`src/rtl/flag_branch_ctrl.sv`:
```
// B.cond resolution and flag-register write gating, with optional EX flag forwarding
// and saturating debug counters for resolved and taken branches.
module flag_branch_ctrl #(
    parameter bit          FORWARD = 1'b1,
    parameter int unsigned CNT_W   = 16
) (
    input  logic             clk,
    input  logic             reset,
    input  logic             stall_in,
    input  logic             id_valid,
    input  logic             id_is_bcond,
    input  logic [3:0]       id_cond,
    input  logic             ex_valid,
    input  logic             ex_setflags,
    input  logic             alu_zero,
    input  logic             alu_negative,
    input  logic             alu_overflow,
    input  logic             alu_carry_out,
    input  logic             zeroReg,
    input  logic             negativeReg,
    input  logic             overflReg,
    input  logic             carry_oReg,
    output logic             setflags,
    output logic             stall_out,
    output logic             br_taken,
    output logic             flush_if,
    output logic [CNT_W-1:0] br_count,
    output logic [CNT_W-1:0] taken_count
);

    typedef enum logic [0:0] {StRun, StHold} state_t;

    state_t state_q;
    logic   bcond, hazard, resolve, use_alu, go_hold, cond_res, taken;
    logic   fz, fn, fv, fc;

    function automatic logic cond_eval(input logic [3:0] c, input logic z, input logic n,
                                       input logic v, input logic cy);
        case (c)
            4'b0000: return z;
            4'b0001: return ~z;
            4'b0010: return cy;
            4'b0011: return ~cy;
            4'b0100: return n;
            4'b0101: return ~n;
            4'b0110: return v;
            4'b0111: return ~v;
            4'b1000: return cy & ~z;
            4'b1001: return ~cy | z;
            4'b1010: return n == v;
            4'b1011: return n != v;
            4'b1100: return ~z & (n == v);
            4'b1101: return z | (n != v);
            default: return 1'b1;
        endcase
    endfunction

    always_comb begin
        bcond   = id_valid & id_is_bcond;
        hazard  = bcond & ex_valid & ex_setflags;
        resolve = 1'b0;
        use_alu = 1'b0;
        go_hold = 1'b0;
        if (!reset && !stall_in) begin
            case (state_q)
                StRun: begin
                    if (bcond) begin
                        if (!hazard) begin
                            resolve = 1'b1;
                        end else if (FORWARD) begin
                            resolve = 1'b1;
                            use_alu = 1'b1;
                        end else begin
                            go_hold = 1'b1;
                        end
                    end
                end
                // EX holds the injected bubble, so committed flags are now current
                StHold:  resolve = bcond;
                default: resolve = 1'b0;
            endcase
        end
        fz       = use_alu ? alu_zero      : zeroReg;
        fn       = use_alu ? alu_negative  : negativeReg;
        fv       = use_alu ? alu_overflow  : overflReg;
        fc       = use_alu ? alu_carry_out : carry_oReg;
        cond_res = cond_eval(id_cond, fz, fn, fv, fc);
        taken    = resolve & cond_res;
    end

    assign setflags  = ~reset & ex_valid & ex_setflags & ~stall_in;
    assign stall_out = go_hold;
    assign br_taken  = taken;
    assign flush_if  = taken;

    always_ff @(posedge clk) begin
        if (reset) begin
            state_q     <= StRun;
            br_count    <= '0;
            taken_count <= '0;
        end else if (!stall_in) begin
            state_q <= go_hold ? StHold : StRun;
            if (resolve && br_count != {CNT_W{1'b1}}) begin
                br_count <= br_count + CNT_W'(1);
            end
            if (taken && taken_count != {CNT_W{1'b1}}) begin
                taken_count <= taken_count + CNT_W'(1);
            end
        end
    end

endmodule

```
`config.mk`:
```
export PLATFORM = sky130hd
export DESIGN_NAME = flag_branch_ctrl
export DESIGN_NICKNAME = d
export VERILOG_FILES = /design/src/rtl/flag_branch_ctrl.sv
export SDC_FILE = /design/constraint.sdc
export NUM_CORES = 1
export LEC_CHECK = 0
export ABC_CLOCK_PERIOD_IN_PS = 3900
export CORE_AREA = 5 5 69 71
export DETAILED_ROUTE_END_ITERATION = 8
export DIE_AREA = 0 0 74 76
export PLACE_DENSITY = 0.89
export SYNTH_ARGS = -nofsm -noshare
export SYNTH_HDL_FRONTEND = slang
export SYNTH_SLANG_ARGS = --single-unit
```
`constraint.sdc`:
```
create_clock -name clk -period 3.9 [get_ports clk]
set_clock_uncertainty 0.2 [all_clocks]
set_input_delay 0.975 -clock clk [delete_from_list [all_inputs] [get_ports clk]]
set_output_delay 0.975 -clock clk [all_outputs]
set_load 0.02 [all_outputs]
```
# Word level (Yosys, flattened, before mapping)
# Index checks and enable logic that the tools add are counted.
dict set report word_totals {
  output_inout_bits 36
  inputBits 19
  elab_cells 56
  regBits 32
}
dict set report classes {
  add_sub_neg 2
  bitwise 17
  eq_ne 17
  reduce_logical 8
  n_mux 10
}
# op count
set ops {}
lappend ops {{adder 16 x 1 -> 16 bit (second input constant)} 2}
lappend ops {{inequality test 16 bit (second input constant)} 2}
lappend ops {{== test 4 bit (second input constant)} 6}
lappend ops {{== test 4 x 3 -> 1 bit (second input constant)} 4}
lappend ops {{one-hot mux 1 bit (14 select lines)} 1}
lappend ops {{AND 1 bit} 9}
lappend ops {{2-to-1 mux 1 bit} 9}
lappend ops {{== test 4 x 2 -> 1 bit (second input constant)} 2}
lappend ops {{inverter 1 bit} 6}
lappend ops {{== test 4 x 1 -> 1 bit (second input constant)} 1}
lappend ops {{logical NOT 4 bit} 1}
lappend ops {{AND reduction 2 bit} 2}
lappend ops {{logical AND 1 bit} 3}
lappend ops {{logical NOT 1 bit} 2}
lappend ops {{bitwise OR 1 bit} 2}
lappend ops {{== test 1 bit} 1}
lappend ops {{inequality test 1 bit} 1}

# Logic depth before layout (Yosys ltp)
# Gate-level depths: netlist of run 1.
dict set report logic_depth {
  depth_word 13
  depth_mapped 11
  mapped_depth_nobuf 8
}

# Worst setup path after synthesis of run 1
# Ideal clock, no wire load.
dict set report synth_path {
  path_type {input-to-output}
  from {input port reset}
  to {output port flush_if}
  required_time_ps 2725
  arrival_ps 3079
  setup_slack_ps -354
  path_buffers 4
  path_stages 11
  path_cell_list {buf_6 -> nand4bb_1 -> buf_4 -> inv_2 -> a311oi_1 -> nor2_1 -> mux2_1 -> o31a_1 -> clkbuf_1 -> nor2_1 -> buf_4}
}
dict set report synth_between {
  elab_chain_len 8
  word_cells_on_any_way 20
  classes_between {eq/ne: 2; mux: 7; bitwise: 9; reduce/logical: 2}
}
# item line_no
set synth_lines {}
lappend synth_lines {{start: declaration} 8} ;# input logic reset,
lappend synth_lines {{logical NOT 1 bit (*)} 64} ;# if (!reset && !stall_in) begin
lappend synth_lines {{logical AND 1 bit (*)} 64}
lappend synth_lines {{2-to-1 mux 1 bit} 64}
lappend synth_lines {{2-to-1 mux 1 bit (on tied branches)} n/a}
lappend synth_lines {{inequality test 1 bit (tied with other cells)} {51, 53}}
lappend synth_lines {{bitwise OR 1 bit (tied with other cells)} 53} ;# 4'b1101: return z | (n != v);
lappend synth_lines {{one-hot mux 1 bit (14 select lines)} 39} ;# case (c)
lappend synth_lines {{AND 1 bit (*)} 88} ;# taken = resolve & cond_res;
lappend synth_lines {{end: declaration} 26} ;# output logic flush_if,
# Mark *: on every way between the ends. The rest lies on a longest branch, timed or not.

# Final worst setup path of run 1
dict set report layout_path {
  from {input port id_cond[1]}
  to {output port flush_if}
}
dict set report layout_between {
  elab_chain_len 3
  word_cells_on_any_way 16
  classes_between {eq/ne: 13; mux: 1; bitwise: 1; reduce/logical: 1}
}
# item line_no
set layout_lines {}
lappend layout_lines {{start: declaration} 12} ;# input logic [3:0] id_cond,
lappend layout_lines {{== test 4 bit (tied with other cells)} 39}
lappend layout_lines {{one-hot mux 1 bit (14 select lines) (*)} 39}
lappend layout_lines {{AND 1 bit (*)} 88}
# Marked as above.

==> flow_metrics.py, run 1 <==
metrics = {
    "synth": {
        "synth.area.top_cells": "dfxtp_1 (35%), a21oi_1 (5.4%), or3_1 (5.1%)",
        "syn_area_um2": 1850,
        "ys.flop_type": "dfxtp_1",
        "synth_nets": 256,
        "synth_edf_count": 0,
        "ys_ff_latch": 32,
        "syn_area_per_cell_um2": 7.88,
        "synth_top_area_cell": "dfxtp_1",
        "synth_warnings": 0,
        "ys_seq_area_share_pct": 34.6,
        "synth_cells": 235,
        "ys_types": 43,
        "synth_top_area_share_pct": 34.6,
        "async_reset_ff_share_pct": 0,
    },
    "sta": {
        "finalHoldViolations": 0,
        "period_share_pct": 98.9,
        "drv_slew": 0,
        "layout_min_cycle_time_ns": 3.86,
        "finalWorstSetupSlack_ns": 0.0412,
        "fmax_ghz": 0.259,
        "setup_tns_ns": 0,
        "finalSetupViolCount": 0,
    },
    "pwr": {
        "powerDensity_nw_per_um2": 253,
        "power_w": 0.000678,
        "power_leakage_nw": 0.958,
        "vdd_drop_max_mv": 0.185,
    },
    "placement": {
        "place_congestion": 0.851,
        "dp_hpwl_mm": 3.64,
        "io_buffers": 53,
        "dp_worst_setup_slack_ns": -0.737,
        "placed_cells": 341,
    },
    "finish": {
        "diodes": 0,
        "final_core_util_pct": 64.1,
        "final_cells": 353,
        "drive_gt1_share_pct": 16.6,
        "syn_to_final_growth_pct": 44.4,
        "num-nets-final": 321,
    },
    "drt": {
        "totalWireLength_mm": 5.28,
        "first_pass_iters": 4,
        "wire_per_inst_um": 15.0,
        "vias_per_cell": 5.85,
        "drt_iter0_markers": 150,
        "via_count": 2066,
        "antenna_left": 0,
        "drc": 0,
    },
    "hold_path": {
        "hold_path.class": "flop to flop",
        "hold_depth": 2,
        "worstHoldEndpoint": "taken_count[6]$_SDFFE_PP0P_",
        "hp-start": "taken_count[6]$_SDFFE_PP0P_",
    },
    "job": {
        "maxCapViolCount": 0,
    },
    "floorplanning": {
        "ios": 55,
        "initial_core_util_pct": 44.4,
        "fp.dieH_um": 76,
        "core_area_um2": 4170,
        "die_area_um2": 5620,
        "rows": 24,
        "die_width_um": 74,
    },
    "global_routing": {
        "gr-usage-all-layers_pct": 18.9,
        "grt_pass1_vias": 1938,
        "grt_overflow": 0,
        "grt_pass1_wl_mm": 8.67,
        "grt_max_degree": 36,
        "antenna_found_initial": 0,
    },
    "critical_path": {
        "rrSetupSlack_ns": 1.32,
        "cp-start-kind": "primary input",
        "crit_type": "primary input to output pin",
        "critPathArrivalTime_ns": 2.68,
        "critPathRequiredTime_ns": 2.72,
        "cp-end-kind": "output pin",
        "worst_r2r_endpoint": "taken_count[12]$_SDFFE_PP0P_",
        "cp_max_fo": 7,
        "worstReg2RegStart": "taken_count[4]$_SDFFE_PP0P_",
        "r2r.worst_path.cells": 7,
    },
    "cts": {
        "insertion_delay_ns": 0.29,
        "clk_pin_slew_worst_paths_ns": 0.07,
        "clock_sinks": 32,
        "htree_levels": 2,
        "clockRootBuffer": "clkbuf_8",
        "clock_path_buffers": 2,
        "cts_buffers": 5,
        "cts_tree": "done",
    },
    "status": {
        "run_status": "finished, final reports clean",
    },
}
[cell type report]
type	instances	area, µm²
inverters	3	16.3
clock buffers	5	68.8
flip-flops and latches	32	641
well taps	52	65.1
repair buffers	72	663
clock inverters	3	18.8
fillers	357	1500
multi-input cells	186	1200
[per-layer routing]
metal	global-route usage (%)	vias to the layer above	part of all wire (%)
met3	3.69	17	4.4
met1	23.3	982	44
met5	0	-	0
li1	-	1001	-
met2	32.5	66	50
met4	5.25	0	1.9
[how the worst max path moves through the flow]
stage / from / to / slack, ns / cells past startpoint
final: id_cond[1] / flush_if / 0.04 / 9
after CTS: reset / flush_if / 0.01 / 10
after detailed placement: stall_in / flush_if / -0.74 / 9
after global routing: stall_in / flush_if / -0.002 / 10
after floorplan: reset / flush_if / -0.03 / 11
after global placement: stall_in / flush_if / -0.66 / 9
[stage by stage]
stage | hold WS, ns | instance area (µm²)
floorplan | 0.354 | 1890
global placement | 0.283 | 2500
detailed placement | 0.282 | 2500
CTS | 0.292 | 2640
global route | 0.322 | 2670
finish | 0.290 | 2670
[layout by cell type (no fill, tap or decap), types with 4 or more instances in the layout]
master / count
nor2_1: 18
dfxtp_1: 32
clkdlybuf4s50_1: 35
dlymetal6s2s_1: 4
and3_1: 4
xnor2_1: 4
and4_1: 4
or3_1: 14
o21ai_0: 13
buf_4: 17
nand2_1: 14
buf_6: 4
nand3_1: 16
dlygate4sd2_1: 8
nand4_1: 11
clkbuf_2: 4
or4_1: 5
and2_1: 4
xor2_1: 7
a21oi_1: 19
nand2b_1: 7
o31ai_1: 5
clkbuf_8: 5
nor3_1: 4
[synthesized netlist by cell type, types with 3 or more instances]
| cell type | instances |
|---|---|
| a21oi_1 | 20 |
| and2_1 | 4 |
| and3_1 | 4 |
| and4_1 | 4 |
| buf_4 | 3 |
| clkbuf_1 | 9 |
| dfxtp_1 | 32 |
| nand2_1 | 15 |
| nand2b_1 | 7 |
| nand3_1 | 16 |
| nand4_1 | 11 |
| nor2_1 | 20 |
| nor3_1 | 4 |
| nor4_1 | 4 |
| o21ai_0 | 14 |
| o31ai_1 | 5 |
| or3_1 | 15 |
| or4_1 | 5 |
| xnor2_1 | 4 |
| xor2_1 | 7 |
[power by group]
group          internal, W  switching, W
clock network     0.000124      0.000134
registers         0.000327    0.00000103
logic            0.0000398     0.0000515
[worst max-delay path, cell delays in order]
cell and delay, ns:
dlygate4sd2_1 0.32, buf_4 0.17, nand2b_1 0.14, a2bb2oi_1 0.23
nor4_2 0.10, nor4b_2 0.30, o31a_1 0.25, nor2_4 0.06
buf_6 0.13
[flip-flops by register name (all words and copies together) (netlist names)]
register and flops:
br_count 16, taken_count 16
[cells by family after synthesis]
kind of cell	Yosys count	synth area share, %
simple gates	116	34.5
compound gates	51	16.7
flops	32	34.6
buf+inv	17	4.53
xor+xnor	11	5.20
mux	5	2.91
fa+ha+maj	2	1.35
other cells	1	0.203
[repair_timing]
item	in CTS	in global routing
pin swaps	7	8
setup endpoints to repair	2	2
buffers inserted	1	3
gates resized for setup	35	17
hold buffers	0	0
Note: power is estimated with default switching activity, not from simulation.
==> run 2, diff against run 1 <==
==> config.mk (replaced) <==
export PLATFORM = sky130hd
export DESIGN_NAME = flag_branch_ctrl
export DESIGN_NICKNAME = d
export VERILOG_FILES = /design/src/rtl/flag_branch_ctrl.sv
export SDC_FILE = /design/constraint.sdc
export NUM_CORES = 1
export LEC_CHECK = 0
export ABC_CLOCK_PERIOD_IN_PS = 4900
export CORE_AREA = 5 5 67 69
export DETAILED_ROUTE_END_ITERATION = 8
export DIE_AREA = 0 0 72 74
export PLACE_DENSITY = 0.94
export SYNTH_ARGS = -nofsm -noshare
export SYNTH_HDL_FRONTEND = slang
export SYNTH_SLANG_ARGS = --single-unit
==> constraint.sdc (replaced) <==
create_clock -name clk -period 4.9 [get_ports clk]
set_clock_uncertainty 0.2 [all_clocks]
set_input_delay 1.225 -clock clk [delete_from_list [all_inputs] [get_ports clk]]
set_output_delay 1.225 -clock clk [all_outputs]
set_load 0.02 [all_outputs]
==> flow_metrics.py, run 2 (synthesized netlist as in run 1, its figures left out) <==
metrics = {
    "status": {
        "run_status": "finished, final reports clean",
    },
    "cts": {
        "htree_levels": 2,
        "clockRootBuffer": "clkbuf_8",
        "clk_pin_slew_worst_paths_ns": 0.07,
        "cts_buffers": 5,
        "cts_tree": "done",
        "clock_sinks": 32,
        "cts_hold_buf": 0,
        "insertion_delay_ns": 0.29,
        "clock_path_buffers": 2,
    },
    "global_routing": {
        "grt_overflow": 0,
        "antenna_found_initial": 0,
        "grt_max_degree": 36,
        "gr-usage-all-layers_pct": 18.4,
        "grt_pass1_wl_mm": 7.91,
        "grt_pass1_vias": 1811,
    },
    "finish": {
        "drive_gt1_share_pct": 9.46,
        "syn_to_final_growth_pct": 39.1,
        "final_common_cell": "clkdlybuf4s50_1",
        "layout_common_cells": "clkdlybuf4s50_1 (51), dfxtp_1 (32), a21oi_1 (20), nor2_1 (20), nand3_1 (16)",
        "reg_top3": "br_count (16), taken_count (16)",
        "diodes": 0,
        "num-nets-final": 316,
    },
    "critical_path": {
        "cp_max_fo": 4,
        "cp_common_cell": "nor2_1",
        "critPathArrivalTime_ns": 3.27,
        "cp_slowest_stage_delay_ns": 0.42,
        "path_cells": "clkdlybuf4s50_1, nand4bb_1, nor4_1, nor2_1, mux2_1, o31a_1, nor2_1, clkbuf_2",
        "cp-end-kind": "output pin",
        "critPathRequiredTime_ns": 3.47,
        "crit_slowest_cell": "clkdlybuf4s50_1",
        "cp-start-kind": "primary input",
        "crit_type": "primary input to output pin",
    },
    "sta": {
        "layout_min_cycle_time_ns": 4.70,
        "finalWorstSetupSlack_ns": 0.201,
        "drv_slew": 0,
        "holdWs_ns": 0.292,
        "fmax_ghz": 0.213,
        "finalSetupViolCount": 0,
        "setup_tns_ns": 0,
        "rsz0062_at_grt": "false",
        "period_share_pct": 95.9,
        "finalHoldViolations": 0,
    },
    "pwr": {
        "power_w": 0.000578,
        "powerDensity_nw_per_um2": 225,
        "seqPwrFrac_pct": 45.2,
        "combPwrFrac_pct": 11.4,
        "power_leakage_nw": 0.873,
        "power.internal_w": 0.000443,
        "vdd_drop_max_mv": 0.237,
        "switching_share_pct": 23.4,
        "power_frac_clock_pct": 43.4,
        "power_switching_w": 0.000135,
    },
    "floorplanning": {
        "core_area_um2": 3860,
        "die_area_um2": 5330,
        "rows": 23,
        "die_width_um": 72,
        "ios": 55,
        "fp.dieH_um": 74,
        "initial_core_util_pct": 48.0,
    },
    "placement": {
        "io_buffers": 53,
        "dp_worst_setup_slack_ns": -0.265,
        "place_congestion": 0.844,
        "dp_hpwl_mm": 3.54,
    },
    "job": {
        "maxCapViolCount": 0,
    },
    "drt": {
        "via_count": 1967,
        "drc": 0,
        "totalWireLength_mm": 4.75,
        "wire_per_inst_um": 13.7,
        "drt_iter0_markers": 225,
        "first_pass_iters": 4,
        "antenna_left": 0,
        "vias_per_cell": 5.68,
    },
    "hold_path": {
        "hold_path.class": "flop to flop",
    },
}
## run 2: worst paths after layout
path                            slack (ns)                   startpoint  cells past startpoint                           end
worst max register to register        2.41  taken_count[3]$_SDFFE_PP0P_                      7  taken_count[12]$_SDFFE_PP0P_
worst min-delay path                  0.29  taken_count[6]$_SDFFE_PP0P_                      2   taken_count[6]$_SDFFE_PP0P_
worst min register to register        0.29  taken_count[6]$_SDFFE_PP0P_                      2   taken_count[6]$_SDFFE_PP0P_
worst max-delay path                  0.20                        reset                      8                      flush_if
## run 2: area by class of cell
cell class / instances / area [µm²]
repair buffers: 67 / 626
fillers: 322 / 1280
flip-flops and latches: 32 / 641
clock inverters: 2 / 35.0
inverters: 3 / 11.3
clock buffers: 6 / 72.6
multi-input cells: 186 / 1130
well taps: 50 / 62.6
## run 2: power by group through the flow
stage	logic, W	registers, W	clock network [W]
finish	0.0000661	0.000261	0.000251
global route	0.0000722	0.000261	0.000265
CTS	0.0000656	0.000261	0.000254
detailed placement	0.0000656	0.000267	0
global placement	0.0000643	0.000267	0
floorplan	0.0000343	0.000268	0
## run 2: critical path, delay by kind of cell
kind,cells,cell delay [ns]
muxes,1,0.32
AOI/OAI and AO/OA,1,0.30
and+or+nand+nor,4,0.81
buffers and inverters,2,0.61
## run 2: through the flow
stage / cells / utilization [%] / instance area [µm²]
4_1_cts: 346 / 67.0 / 2580
6_report: 346 / 66.8 / 2570
3_5_place_dp: 338 / 64.2 / 2480
2_1_floorplan: 235 / - / 1850
5_1_grt: 346 / 66.8 / 2570
3_3_place_gp: 338 / 64.2 / 2480
## run 2: timing repair
action,4_1_cts,5_1_grt
gates resized for setup,2,4
pin swaps,0,0
endpoints found under the setup margin,2,2
gates cloned,0,0
setup buffers,0,0
## run 2: layer usage
metal	vias up	share of wire (%)	global-route usage (%)
met5	-	0	0
met4	0	0.93	6.68
met3	4	6.6	5.81
met2	61	49	31.2
met1	913	43	22.0
li1	989	-	-
==> edit: new RTL, settings of run 2 <==
Change the parameter `CNT_W` from 16 to 18.
--- a/src/rtl/flag_branch_ctrl.sv
+++ b/src/rtl/flag_branch_ctrl.sv
@@ -2,7 +2,7 @@
 // and saturating debug counters for resolved and taken branches.
 module flag_branch_ctrl #(
     parameter bit          FORWARD = 1'b1,
-    parameter int unsigned CNT_W   = 16
+    parameter int unsigned CNT_W   = 18
 ) (
     input  logic             clk,
     input  logic             reset,
Interface: changed (resized br_count and taken_count); port bits go from 55 to 59. No check against the original RTL was run, so the function may have changed too.
==> edit against run 2 <==
Maximum frequency barely moved. Sequential share of layout area rose by 0.95 points. Routed wire length rose by 15%. Worst setup slack got worse by 0.0022 ns. Power rose by 3.0%. Synthesized area rose by 10%. Final area rose by 8.4%. Sequential cell count rose by 4. Largest cell class unchanged. Largest power group unchanged.
==> edit: results (changes against run 2) <==
<table>
<tr><th>Metric</th><th>Value</th></tr>
<tr><th colspan="2">Synthesis</th></tr>
<tr><td>Adder-Cell Fraction of Synth Area</td><td>0.0123 (-0.00126)</td></tr>
<tr><td>Total nets after synthesis</td><td>274 (+7.0%)</td></tr>
<tr><td>Library cells used by synthesis</td><td>46 (+7.0%)</td></tr>
<tr><td>Post-synthesis mux area share</td><td>0.0435 (+0.0145)</td></tr>
<tr><td>XOR/XNOR share of the synthesized area</td><td>0.0643 (+0.0123)</td></tr>
<tr><th colspan="2">Place</th></tr>
<tr><td>Cell area after placement</td><td>0.00268 sq mm (+8.2%)</td></tr>
<tr><td>Worst setup timing slack at the placement stage</td><td>-0.404 ns (-0.139 ns)</td></tr>
<tr><td>Placer Congestion</td><td>0.796 (-5.7%)</td></tr>
<tr><th colspan="2">Worst setup path</th></tr>
<tr><td>Top fanout value on the critical path</td><td>5 (+1)</td></tr>
<tr><td>Critical Path Max Stage Delay</td><td>0.51 ns (+0.09 ns)</td></tr>
<tr><th colspan="2">Finish</th></tr>
<tr><td>Non-Filler Instances</td><td>364 (+5.2%)</td></tr>
<tr><td>Proportion of layout cells with a drive suffix above 1</td><td>0.0860 (-0.00861)</td></tr>
<tr><td>Layout fillers</td><td>307 (-4.7%)</td></tr>
<tr><td>Largest registers</td><td>br_count: 18 flops, taken_count: 18 flops</td></tr>
<tr><td>Net total in the final layout</td><td>335 (+6.0%)</td></tr>
<tr><th colspan="2">GRT</th></tr>
<tr><td>Met2 Usage GRT</td><td>0.339 (+0.0265)</td></tr>
<tr><td>Met1 usage</td><td>0.271 (+0.0508)</td></tr>
<tr><td>GR Util met3</td><td>0.0486 (-0.00946)</td></tr>
<tr><td>Overall track demand over capacity in global routing</td><td>0.210 (+0.0259)</td></tr>
<tr><th colspan="2">Status</th></tr>
<tr><td>Status</td><td>completed</td></tr>
<tr><th colspan="2">Drt</th></tr>
<tr><td>Routed wire length</td><td>5480 um (+15%)</td></tr>
<tr><td>Number of design-rule violations left by the first detailed-router iteration</td><td>155 (-31%)</td></tr>
<tr><td>Met1 wire length</td><td>2420 um (+18%)</td></tr>
<tr><td>Total met2 wirelength after detailed routing</td><td>2620 um (+12%)</td></tr>
<tr><td>Via-to-Cell Ratio</td><td>5.85 (+2.8%)</td></tr>
<tr><th colspan="2">Pwr</th></tr>
<tr><td>Static power due to leakage</td><td>0.960 nW (+9.9%)</td></tr>
</table>
-- edit: changes by cell type after synthesis, sizes merged, moves of 3 or more --
cell,run 2,this run
xor2,7,11
a21oi,20,17
or3,15,10
o21ai,14,9
and2,4,1
and2b,0,4
nor2,20,30
mux2,3,7
nor4,4,9
nand4,11,8
dfxtp,32,36
-- edit: final timing paths --
path	from	to	slack, ns	cells past startpoint
max	reset	br_taken	0.20	9
min	taken_count[16]	taken_count[16]	0.31	2
max reg2reg	taken_count[2]	taken_count[8]	1.67	7
min reg2reg	taken_count[16]	taken_count[16]	0.31	2
-- edit: layout make-up --
type                       count  share of cell area
clock buffer                   7              0.0345
inverter                       5             0.00673
multi-input combinational    199               0.450
sequential                    36               0.258
tap                           50              0.0224
timing repair buffer          67               0.228
-- edit: logic make-up (layout without fill, tap and decap cells) --
kind of cell    after synthesis  in the layout
compound gates               45             45
xor+xnor                     15             15
fa+ha+maj                     2              2
buf+inv                      18             79
flops                        36             36
mux                           8              8
other cells                   1              1
simple gates                128            128
-- edit: worst min-delay path, stage by stage (launching register included) --
cell and delay (ns):
sky130_fd_sc_hd__dfxtp_1 0.33, sky130_fd_sc_hd__o31ai_1 0.08, sky130_fd_sc_hd__a21oi_1 0.06
-- edit: what timing repair did --
| action | 4_1_cts | 5_1_grt |
|---|---|---|
| hold buffers | 0 | 0 |
| resized for setup | 8 | 4 |
| pin swaps | 0 | 1 |
| setup endpoints to repair | 2 | 2 |
-- edit: power breakdown --
group | total, mW | switching (mW) | internal [mW]
combinational | 0.0699 | 0.0379 | 0.0320
sequential | 0.294 | 0.000835 | 0.293
clock | 0.232 | 0.106 | 0.125
total | 0.595 | 0.145 | 0.450
